[src/rtl/regfile_pkg.sv]
// Shared definitions for the register-file write-port arbiter.
//   DEF_REG_ADDR_WIDTH : default register index width
//   DEF_DATA_WIDTH     : default register data width
//   arb_state_t        : arbiter FSM state (CLEAR, RUN)
package regfile_pkg;

    localparam int DEF_REG_ADDR_WIDTH = 4;
    localparam int DEF_DATA_WIDTH     = 8;

    typedef enum logic [0:0] {
        CLEAR = 1'b0,
        RUN   = 1'b1
    } arb_state_t;

endpackage

[src/rtl/rr_arbiter.sv]
// Combinational round-robin arbiter, reusable for any shared port.
// Ports:
//   req_valid [NUM_REQ]     : pending request per requester
//   rr_ptr    [IDX_W]       : index searched first (highest priority this cycle)
//   grant     [NUM_REQ]     : one-hot grant (all zero when nothing is valid)
//   grant_idx [IDX_W]       : index of the granted requester
//   any_grant                : some requester was granted
module rr_arbiter #(
    parameter int NUM_REQ = 2
) (
    input  logic [NUM_REQ-1:0]         req_valid,
    input  logic [$clog2(NUM_REQ)-1:0] rr_ptr,
    output logic [NUM_REQ-1:0]         grant,
    output logic [$clog2(NUM_REQ)-1:0] grant_idx,
    output logic                       any_grant
);

    localparam int IDX_W = $clog2(NUM_REQ);

    // One extra bit so rr_ptr + k can be wrapped without overflow.
    logic [IDX_W:0]   idx_ext;
    logic [IDX_W-1:0] idx;

    always_comb begin
        grant     = '0;
        grant_idx = '0;
        any_grant = 1'b0;
        idx_ext   = '0;
        idx       = '0;
        for (int k = 0; k < NUM_REQ; k++) begin
            idx_ext = {1'b0, rr_ptr} + (IDX_W + 1)'(k);
            if (idx_ext >= (IDX_W + 1)'(NUM_REQ)) begin
                idx_ext = idx_ext - (IDX_W + 1)'(NUM_REQ);
            end
            idx = idx_ext[IDX_W-1:0];
            if (!any_grant && req_valid[idx]) begin
                any_grant  = 1'b1;
                grant[idx] = 1'b1;
                grant_idx  = idx;
            end
        end
    end

endmodule

[src/rtl/regfile_write_arbiter.sv]
// Shares the single register_file write port between NUM_REQ writeback
// requesters using round-robin arbitration and a valid/ready handshake.
// An accepted request appears on write_en/regw/dataw/grant_id one cycle later.
//
// Optional feature: define REGFILE_ARB_CLEAR_EN to walk every register to
// zero after each reset before any grant is issued (busy high meanwhile).
//
// Ports:
//   clk        : clock, rising edge
//   rst        : asynchronous active-high reset
//   req_valid  : per-requester write pending
//   req_addr   : per-requester destination register
//   req_data   : per-requester write data
//   req_ready  : one-hot grant, combinational (transfer = valid & ready)
//   write_en   : register_file write enable (registered)
//   regw       : register_file write index (registered)
//   dataw      : register_file write data (registered)
//   grant_id   : requester behind the current write (registered)
//   busy       : clear sequence running, no grants
//
// state | meaning
// CLEAR | issuing zero-writes to every register, requesters held off
// RUN   | round-robin arbitration of writeback requests
module regfile_write_arbiter
    import regfile_pkg::*;
#(
    parameter int NUM_REQ        = 2,
    parameter int REG_ADDR_WIDTH = DEF_REG_ADDR_WIDTH,
    parameter int DATA_WIDTH     = DEF_DATA_WIDTH
) (
    input  logic                                     clk,
    input  logic                                     rst,
    input  logic [NUM_REQ-1:0]                       req_valid,
    input  logic [NUM_REQ-1:0][REG_ADDR_WIDTH-1:0]   req_addr,
    input  logic [NUM_REQ-1:0][DATA_WIDTH-1:0]       req_data,
    output logic [NUM_REQ-1:0]                       req_ready,
    output logic                                     write_en,
    output logic [REG_ADDR_WIDTH-1:0]                regw,
    output logic [DATA_WIDTH-1:0]                    dataw,
    output logic [$clog2(NUM_REQ)-1:0]               grant_id,
    output logic                                     busy
);

    localparam int IDX_W = $clog2(NUM_REQ);

    arb_state_t                state;
    logic [IDX_W-1:0]          rr_ptr;
    logic [NUM_REQ-1:0]        grant;
    logic [IDX_W-1:0]          grant_idx;
    logic                      any_grant;
    logic                      run_en;
    logic                      clr_done;
    logic [REG_ADDR_WIDTH-1:0] clr_addr;

    rr_arbiter #(
        .NUM_REQ   (NUM_REQ)
    ) u_rr_arbiter (
        .req_valid (req_valid),
        .rr_ptr    (rr_ptr),
        .grant     (grant),
        .grant_idx (grant_idx),
        .any_grant (any_grant)
    );

    // Reset gates the grant directly so no transfer can be taken while
    // rst is high, even in builds where the reset state is RUN.
    assign run_en    = (state == RUN) && !rst;
    assign req_ready = run_en ? grant : '0;

`ifdef REGFILE_ARB_CLEAR_EN
    localparam arb_state_t RESET_STATE = CLEAR;

    // The extra MSB marks that all NUM_REGS zero-writes have been issued.
    logic [REG_ADDR_WIDTH:0] clr_cnt;

    always_ff @(posedge clk or posedge rst) begin
        if (rst) begin
            clr_cnt <= '0;
        end else if (state == CLEAR && !clr_done) begin
            clr_cnt <= clr_cnt + (REG_ADDR_WIDTH + 1)'(1);
        end
    end

    assign clr_done = clr_cnt[REG_ADDR_WIDTH];
    assign clr_addr = clr_cnt[REG_ADDR_WIDTH-1:0];
    assign busy     = (state == CLEAR);
`else
    localparam arb_state_t RESET_STATE = RUN;

    assign clr_done = 1'b1;
    assign clr_addr = '0;
    assign busy     = 1'b0;
`endif

    always_ff @(posedge clk or posedge rst) begin
        if (rst) begin
            state    <= RESET_STATE;
            rr_ptr   <= '0;
            write_en <= 1'b0;
            regw     <= '0;
            dataw    <= '0;
            grant_id <= '0;
        end else begin
            case (state)
                CLEAR: begin
                    if (clr_done) begin
                        write_en <= 1'b0;
                        state    <= RUN;
                    end else begin
                        write_en <= 1'b1;
                        regw     <= clr_addr;
                        dataw    <= '0;
                    end
                end
                default: begin
                    // regw/dataw keep their last value on idle cycles.
                    write_en <= any_grant;
                    if (any_grant) begin
                        regw     <= req_addr[grant_idx];
                        dataw    <= req_data[grant_idx];
                        grant_id <= grant_idx;
                        rr_ptr   <= (grant_idx == IDX_W'(NUM_REQ - 1)) ? '0
                                                                       : grant_idx + IDX_W'(1);
                    end
                end
            endcase
        end
    end

endmodule

[config.mk]
export PLATFORM = sky130hd
export DESIGN_NAME = regfile_write_arbiter
export DESIGN_NICKNAME = d
export VERILOG_FILES = /design/src/rtl/regfile_pkg.sv /design/src/rtl/rr_arbiter.sv /design/src/rtl/regfile_write_arbiter.sv
export SDC_FILE = /design/constraint.sdc
export NUM_CORES = 1
export LEC_CHECK = 0
export ABC_AREA = 0
export CORE_MARGIN = 8
export CORE_UTILIZATION = 41
export CTS_CLUSTER_SIZE = 8
export DETAILED_ROUTE_END_ITERATION = 8
export GPL_ROUTABILITY_DRIVEN = 0
export PLACE_DENSITY_LB_ADDON = 0.3
export SLEW_MARGIN = 10
export SYNTH_ARGS = -nofsm -noshare
export SYNTH_HDL_FRONTEND = slang
export SYNTH_SLANG_ARGS = --single-unit
export TNS_END_PERCENT = 30
[constraint.sdc]
create_clock -name clk -period 3 [get_ports clk]
set_clock_uncertainty 0.2 [all_clocks]
set_input_delay 0.3 -clock clk [delete_from_list [all_inputs] [get_ports clk]]
set_output_delay 0.3 -clock clk [all_outputs]
set_load 0.05 [all_outputs]
# After elaboration in Yosys (flattened, before gate mapping)

Cells that the tools add are included.

Register bits: 15
Bits of input ports: 28
Output and inout port bits: 17
Logic and storage cells: 43

Add/sub/neg operators: 4
Order comparisons: 7
Multiplexer cells: 22
Bitwise gates (word level): 1
Reduce and logical (&&, ||, !) cells: 4

Operators with widths:

| cell                                                       | count |
|---|---|
| 2-to-1 mux 8 bit                                           | 2 |
| 2-to-1 mux 1 bit                                           | 13 |
| 2-to-1 mux 4 bit                                           | 2 |
| less-than comparator 1 x 2 -> 1 bit, second input constant | 3 |
| 2-to-1 mux 2 bit                                           | 3 |
| logical AND 1 bit                                          | 3 |
| adder 1 x 1 -> 2 bit, second input constant                | 1 |
| demux 1 bit (select 1 bit)                                 | 2 |
| >= comparator 1 bit, second input constant                 | 2 |
| >= comparator 1 x 2 -> 1 bit, second input constant        | 1 |
| >= comparator 2 bit, second input constant                 | 1 |
| OR 2 bit                                                   | 1 |
| subtractor 1 bit, second input constant                    | 2 |
| adder 1 bit, second input constant                         | 1 |
| logical NOT 1 bit                                          | 1 |

# Longest topological paths before layout

Depth after elaboration: 10
Mapped depth: 5
Gate-level depth less buffers: 3

# By module

A second synthesis with hierarchy kept.

Cells, all modules: 69
Area total of the unflattened synthesis: 732.0 µm²

Modules (own cells, without submodules):

| module                | times used | cells an instance | area an instance (µm²) | seq. area each (µm²) |
|---|---|---|---|---|
| regfile_write_arbiter | 1          | 64                | 699.4                  | 375.4 |
| rr_arbiter            | 1          | 5                 | 32.5                   | 0.0 |

# Worst setup path before layout

Ideal clock, no wire load.

Path kind: input to output
Start point: input req_valid[1]
End point: output req_ready[0]
Arrival: 1.461 ns
Data required time: 2.500 ns
Slack: 1.039 ns
Cell stages on the path: 4
Path buffers: 2
Cell sequence: buf_4 a21bo_4 buf_6 nor2_1

Word-level cells in the longest chain between the ends: 7
Elaborated cells on any way between the ends: 11
Classes of those cells: mux: 8; bitwise: 1; reduce/logical: 2

Ends and longest elaborated chain:

| element                                              | RTL line                    | RTL |
|---|---|---|
| start, declared                                      | regfile_write_arbiter.sv:33 | `input logic [NUM_REQ-1:0] req_valid,` |
| 2-to-1 mux 1 bit (not written as such) (2 in series) | rr_arbiter.sv:36            | `if (!any_grant && req_valid[idx]) begin` |
| 2-to-1 mux 1 bit                                     | rr_arbiter.sv:36            |  |
| logical NOT 1 bit                                    | rr_arbiter.sv:36            |  |
| logical AND 1 bit                                    | rr_arbiter.sv:36            |  |
| 2-to-1 mux 2 bit *                                   | rr_arbiter.sv:36            |  |
| 2-to-1 mux 2 bit *                                   | regfile_write_arbiter.sv:68 | `assign req_ready = run_en ? grant : '0;` |
| end, declared                                        | regfile_write_arbiter.sv:36 | `output logic [NUM_REQ-1:0] req_ready,` |

Every way passes the cells marked *; elsewhere a longest branch is shown, timed or not. The select of a mux whose other input is x is not followed.

# Final worst setup path

Start point: input req_valid[0]
End point: output req_ready[0]

Same word-level chain as after synthesis.

==> impl_metrics.yaml <==
logic_synthesis:
  syn-cell-area_um2: 823
  yosys_register_bits: 15
  synth_cell_types: 18
  synth.yosys.seq_area_share_pct: 45.6
  post_synth_main_area_contributors: "sky130_fd_sc_hd__dfrtp_1 (46%), sky130_fd_sc_hd__o22ai_2 (12%), sky130_fd_sc_hd__a211oi_1 (11%)"
  yosysTopAreaCellShare_pct: 45.6
  cell_count_after_synthesis: 80
  postSynthAreaPerCell_um2: 10.3
  synth.largest_area_cell: "sky130_fd_sc_hd__dfrtp_1"
  postSynthNetCount: 108
  yosysWarnings: 0
timing:
  actual_transition_at_the_worst_max_transition_pin_ns: 0.600
  grt_setup_unrepaired: "false"
  slew_viol_final: 0
  setup_violations: 0
  layout_min_cycle_time_ns: 2.17
  tns_ns: 0
  layout_setup_ws_ns: 0.835
  max_freq_mhz: 462
  final_min_period_over_clock_period_pct: 72.2
  max-slew-margin-rel_pct: 59.9
  final-hold-violation-count: 0
setup_path:
  type_of_origin_of_the_critical_path: "primary input"
  critical_path.reg2reg.startpoint: "rr_ptr"
  ff2ff_path_depth: 3
  critical_path.cell_chain: "clkdlybuf4s50_1 > buf_4 > a21bo_4 > nor2_1 > buf_12"
  path_class: "primary input to output port"
  cp.arrival_ns: 1.67
  startpoint: "req_valid[0]"
  critical_path.max_fanout: 16
  cp-end-kind: "output port"
  required_ns: 2.50
  critical-path-max-stage-delay_ns: 0.46
  critical-path-slowest-cell: "sky130_fd_sc_hd__clkdlybuf4s50_1"
clocking:
  clock_latency_ns: 0.28
  setup_fix_bufs_post_cts: 0
  total_of_cells_resized_after_clock_tree_synthesis: 0
  max-clock-path-buffers: 2
  clock_tree.root_cell: "sky130_fd_sc_hd__clkbuf_4"
  cts_sinks: 15
  worst_setup_hold_path_clk_slew_ns: 0.09
  post_cts_hold_buffer_count: 0
  deepest_level_of_the_cts_h_tree: 1
  cts-buffers-inserted: 3
  cts_tree: "done"
power:
  p_leak_nw: 0.509
  power_per_cell_area_nw_per_um2: 481
  total_power_mw: 0.630
  irDropWorstVdd_mv: 0.277
global_route:
  wire_length_of_the_first_global_routing_pass_um: 3730
  grt_util_all_layers_pct: 13.4
  grt_antenna_before_repair: 0
  grt_overflow: 0
  grt_max_degree: 19
  vias_in_the_first_global_route: 821
layout:
  post_route_cells_drive_above_1_share_pct: 13.8
  final-seq-area_um2: 375
  antennaDiodeCount: 0
  layout.core_utilization_pct: 68.1
  fillers: 177
  net_count_final: 152
  total_area_of_multi_input_combinational_cells_um2: 397
  mostFrequentLayoutCells: "sky130_fd_sc_hd__clkdlybuf4s50_1 (41), sky130_fd_sc_hd__dfrtp_1 (15), sky130_fd_sc_hd__nor2_1 (13)"
  layout-area-overhead-vs-synth_pct: 59.0
  final_common_cell: "sky130_fd_sc_hd__clkdlybuf4s50_1"
drt:
  detail_route.wirelength_um: 2250
  vias: 759
  drt_drc_violations_left: 0
  detail_route.first_pass.iterations: 2
  routedWlPerCell_um: 15.0
  via_per_inst: 5.06
  drtIter0Drc: 12
  antenna_left: 0
floorplan:
  initial_utilization_pct: 42.8
  die-height_um: 60.8
  floorplan.die_area_um2: 3700
  ports: 45
  std_cell_rows: 16
  die-width_um: 60.8
  placeableCoreArea_um2: 1920
placed_design:
  port_buffers: 43
  dp_hpwl_um: 1700
  post-place-ws_ns: 0.836
min_path:
  worstHoldPathType: "primary input to asynchronous set/reset pin"
job:
  max-cap-violations: 0
run_status:
  status: "finished clean"
-- metal layers --
| metal | track usage (%) | vias to the layer above | share of wire (%) |
|---|---|---|---|
| met2 | 21.6 | 31 | 46 |
| met1 | 14.8 | 353 | 44 |
| met5 | 0 | - | 0 |
| met3 | 5.93 | 4 | 9.8 |
| met4 | 5.98 | 0 | 1.1 |
| li1 | - | 371 | - |
-- critical path, delay by kind of cell --
kind            cells  cell delay [ns]
simple gates        1             0.20
buf+inv             3             0.83
compound gates      1             0.33
-- synthesized netlist by cell type --
cell type                  count
sky130_fd_sc_hd__or2_1         1
sky130_fd_sc_hd__nor2_1       13
sky130_fd_sc_hd__a211oi_1     12
sky130_fd_sc_hd__clkbuf_1      1
sky130_fd_sc_hd__a21bo_4       1
sky130_fd_sc_hd__nand2b_1      1
sky130_fd_sc_hd__nor2b_1      12
sky130_fd_sc_hd__and3_1        1
sky130_fd_sc_hd__conb_1        1
sky130_fd_sc_hd__dfrtp_1      15
sky130_fd_sc_hd__inv_1         1
sky130_fd_sc_hd__buf_4         3
sky130_fd_sc_hd__buf_2         2
sky130_fd_sc_hd__o22ai_2       8
sky130_fd_sc_hd__o21a_1        2
sky130_fd_sc_hd__o22ai_1       4
sky130_fd_sc_hd__buf_6         1
sky130_fd_sc_hd__nand2_1       1
-- cell type report --
type                    instances  area share [%]
flip-flops and latches         15            28.7
well taps                      27            2.58
multi-input cells              57            30.3
repair buffers                 46            36.1
clock buffers                   4            2.01
inverters                       1           0.287
-- state kept, by name, indices dropped and copies added (netlist names) --
register / cells
grant_id: 1
rr_ptr: 1
dataw: 8
write_en: 1
regw: 4
-- kinds of logic after synthesis --
logic type,count (synthesis),share of synthesized area [%]
AO/OA/AOI/OAI,27,29.9
flip-flops,15,45.6
other,1,0.455
buffers and inverters,8,6.23
AND/OR/NAND/NOR,29,17.8
-- power by group --
part,internal (mW),switching [mW],leakage [nW]
Clock,0.0516,0.0627,0.0150
Combinational,0.116,0.160,0.321
Sequential,0.227,0.0127,0.173
-- per-stage QoR --
stage / std cells / instance area, um2 / hold slack [ns]
after global routing: 150 / 1310 / 0.230
final: 150 / 1310 / 0.195
after detailed placement: 146 / 1280 / 0.274
after CTS: 150 / 1310 / 0.201
after global placement: 146 / 1280 / 0.270
after floorplan: 80 / 823 / 0.00671
-- path summary, 6_finish.rpt --
| path | endpoint | slack, ns |
|---|---|---|
| worst max register to register | regw[3] | 1.56 |
| max in group asynchronous | regw[3] | 2.23 |
| min in group clk | grant_id | 0.29 |
| worst min-delay path | dataw[3] | 0.20 |
| worst min register to register | grant_id | 0.29 |
| worst max-delay path | req_ready[0] | 0.83 |
No activity file was read; power rests on OpenSTA's default activity.
==> patch (same settings) <==
`DEF_REG_ADDR_WIDTH`: 4 -> 5.
--- a/src/rtl/regfile_pkg.sv
+++ b/src/rtl/regfile_pkg.sv
@@ -6,3 +6,3 @@
 
-    localparam int DEF_REG_ADDR_WIDTH = 4;
+    localparam int DEF_REG_ADDR_WIDTH = 5;
     localparam int DEF_DATA_WIDTH     = 8;
Ports: changed (resized regw and req_addr); port bits go from 45 to 48. No check against the original RTL was run, so the function may have changed too.
==> patch against the original RTL <==
  * Hold slack better by 1.1 ps
  * Register-to-register slack worse by 60 ps
  * Sequential power up 7%
  * Setup slack better by 190 ps
  * Sequential cell count up 1
  * Wire length up 9.9%
  * Area after synthesis up 6.5%
  * Power up 10%
  * Design area up 6.8%
  * Highest routed layer unchanged
==> patch: results (changes against the original RTL) <==
Synth
  – Synth cell types: 18 (unchanged)
  – Net Count, Synth: 116 (+7.4%)
  – Top cells by count, synth: dfrtp_1 (16), nor2_1 (14), a211oi_1 (13), nor2b_1 (13), o22ai_2 (8)
  – Post-synthesis sequential area ratio: 0.456 (+0.000564)
  – Top cells by area, synth: dfrtp_1 (46%), o22ai_2 (11%), a211oi_1 (11%), nor2b_1 (9.3%), nor2_1 (6.0%)

Power
  – Internal power: 0.000439 W (+11%)
  – Sequential power share: 0.371 (-0.010)
  – Leakage power: 0.546 nW (+7.2%)
  – Worst vdd rail ir drop: 0.000351 V (+27%)
  – Pwr per Cell Area: 496 nW/um^2 (+3.1%)
  – Clk pwr share: 0.204 (+0.023)

Global routing
  – First-pass GRT wire length: 4150 um (+11%)
  – Largest net degree at the start of global routing: 29 (+10)
  – Overall Global Routing Usage: 0.129 (-0.00494)
  – Vias in the first global route: 898 (+9.4%)

Final layout
  – Non-CTS buffers: 49 (+6.5%)
  – Storage cell area: 400 um^2 (+6.7%)
  – NonClk Buf Share: 0.360 (-0.00148)
  – FF+latch count: 16 (+1)
  – Filler instances: 151 (-15%)
  – Regs by FF count: dataw x8, regw x5
  – ClkCell Share: 0.0260 (+0.00589)
  – Nets: 162 (+6.6%)
  – Largest Register: dataw
  – Multi-input comb cells: 61 (+7.0%)
  – # diodes: 0 (unchanged)
  – Multi-input combinational area share: 0.301 (-0.00225)
  – Share of cells above drive strength 1: 0.145 (+0.00683)

Drt
  – DR pass1 iterations: 4 (+2)
  – DRT met1 WL: 1130 um (+15%)
  – Avg WL per Cell: 15.7 um (+4.3%)
  – Met3 wire length: 191 um (-13%)
  – Vias post-DR: 821 (+8.2%)
  – Met2 routed WL: 1150 um (+12%)
  – DR iter-0 viols: 6 (-6)

Placement
  – IO Port Bufs: 46 (+7.0%)
  – Dpl ws: 1030 ps (+194 ps)
  – Post-detail-place hpwl: 1890 um (+11%)

CTS
  – CTS Buffer Depth: 2 (unchanged)
  – H-Tree Depth: 1 (unchanged)

Critical path
  – CP arrival: 1480 ps (-190 ps)
  – Crit Path Max Fanout: 15 (-1)
  – Reg-to-reg endpoint: dataw[4]
  – R2R setup slack: 1500 ps (-60 ps)

STA
  – Max-Slew Margin vs Limit: 0.583 (-0.0166)
  – Worst hold margin: 196 ps (+1.07 ps)
  – Sum Neg Setup Slack: 0 ps (unchanged)
  – Minimum clock period after layout: 1980 ps (-187 ps)

Outcome
  – Outcome: completed
==> patch: cell count changes in the layout (fill, tap and decap cells not counted) <==
cell             change
a211oi_1             +1
clkbuf_1             -1
clkbuf_8             +1
clkdlybuf4s50_1      +3
dfrtp_1              +1
nor2_1               +1
nor2b_1              +1
o22ai_1              +1
or2_1                -1
or2_2                +1
==> patch: through the flow <==
stage | instances | area (um^2)
after global routing | 158 | 1400
final | 158 | 1400
after floorplan | 86 | 877
after detailed placement | 154 | 1360
after global placement | 154 | 1360
after CTS | 158 | 1400
==> patch: worst max-delay path: stages <==
cell	delay, ps
clkdlybuf4s50_1	490
a21bo_4	310
nor2_1	200
buf_12	170
==> patch: layer usage <==
metal / global-route usage / vias to the layer above
li1: - / 396
met1: 0.152 / 392
met2: 0.207 / 31
met3: 0.0466 / 2
met4: 0.0513 / 0
met5: 0 / -
==> patch: cell families after synthesis <==
logic type	share of synthesized area
compound gates	0.297
buf+inv	0.0642
flops	0.456
other cells	0.00428
simple gates	0.178
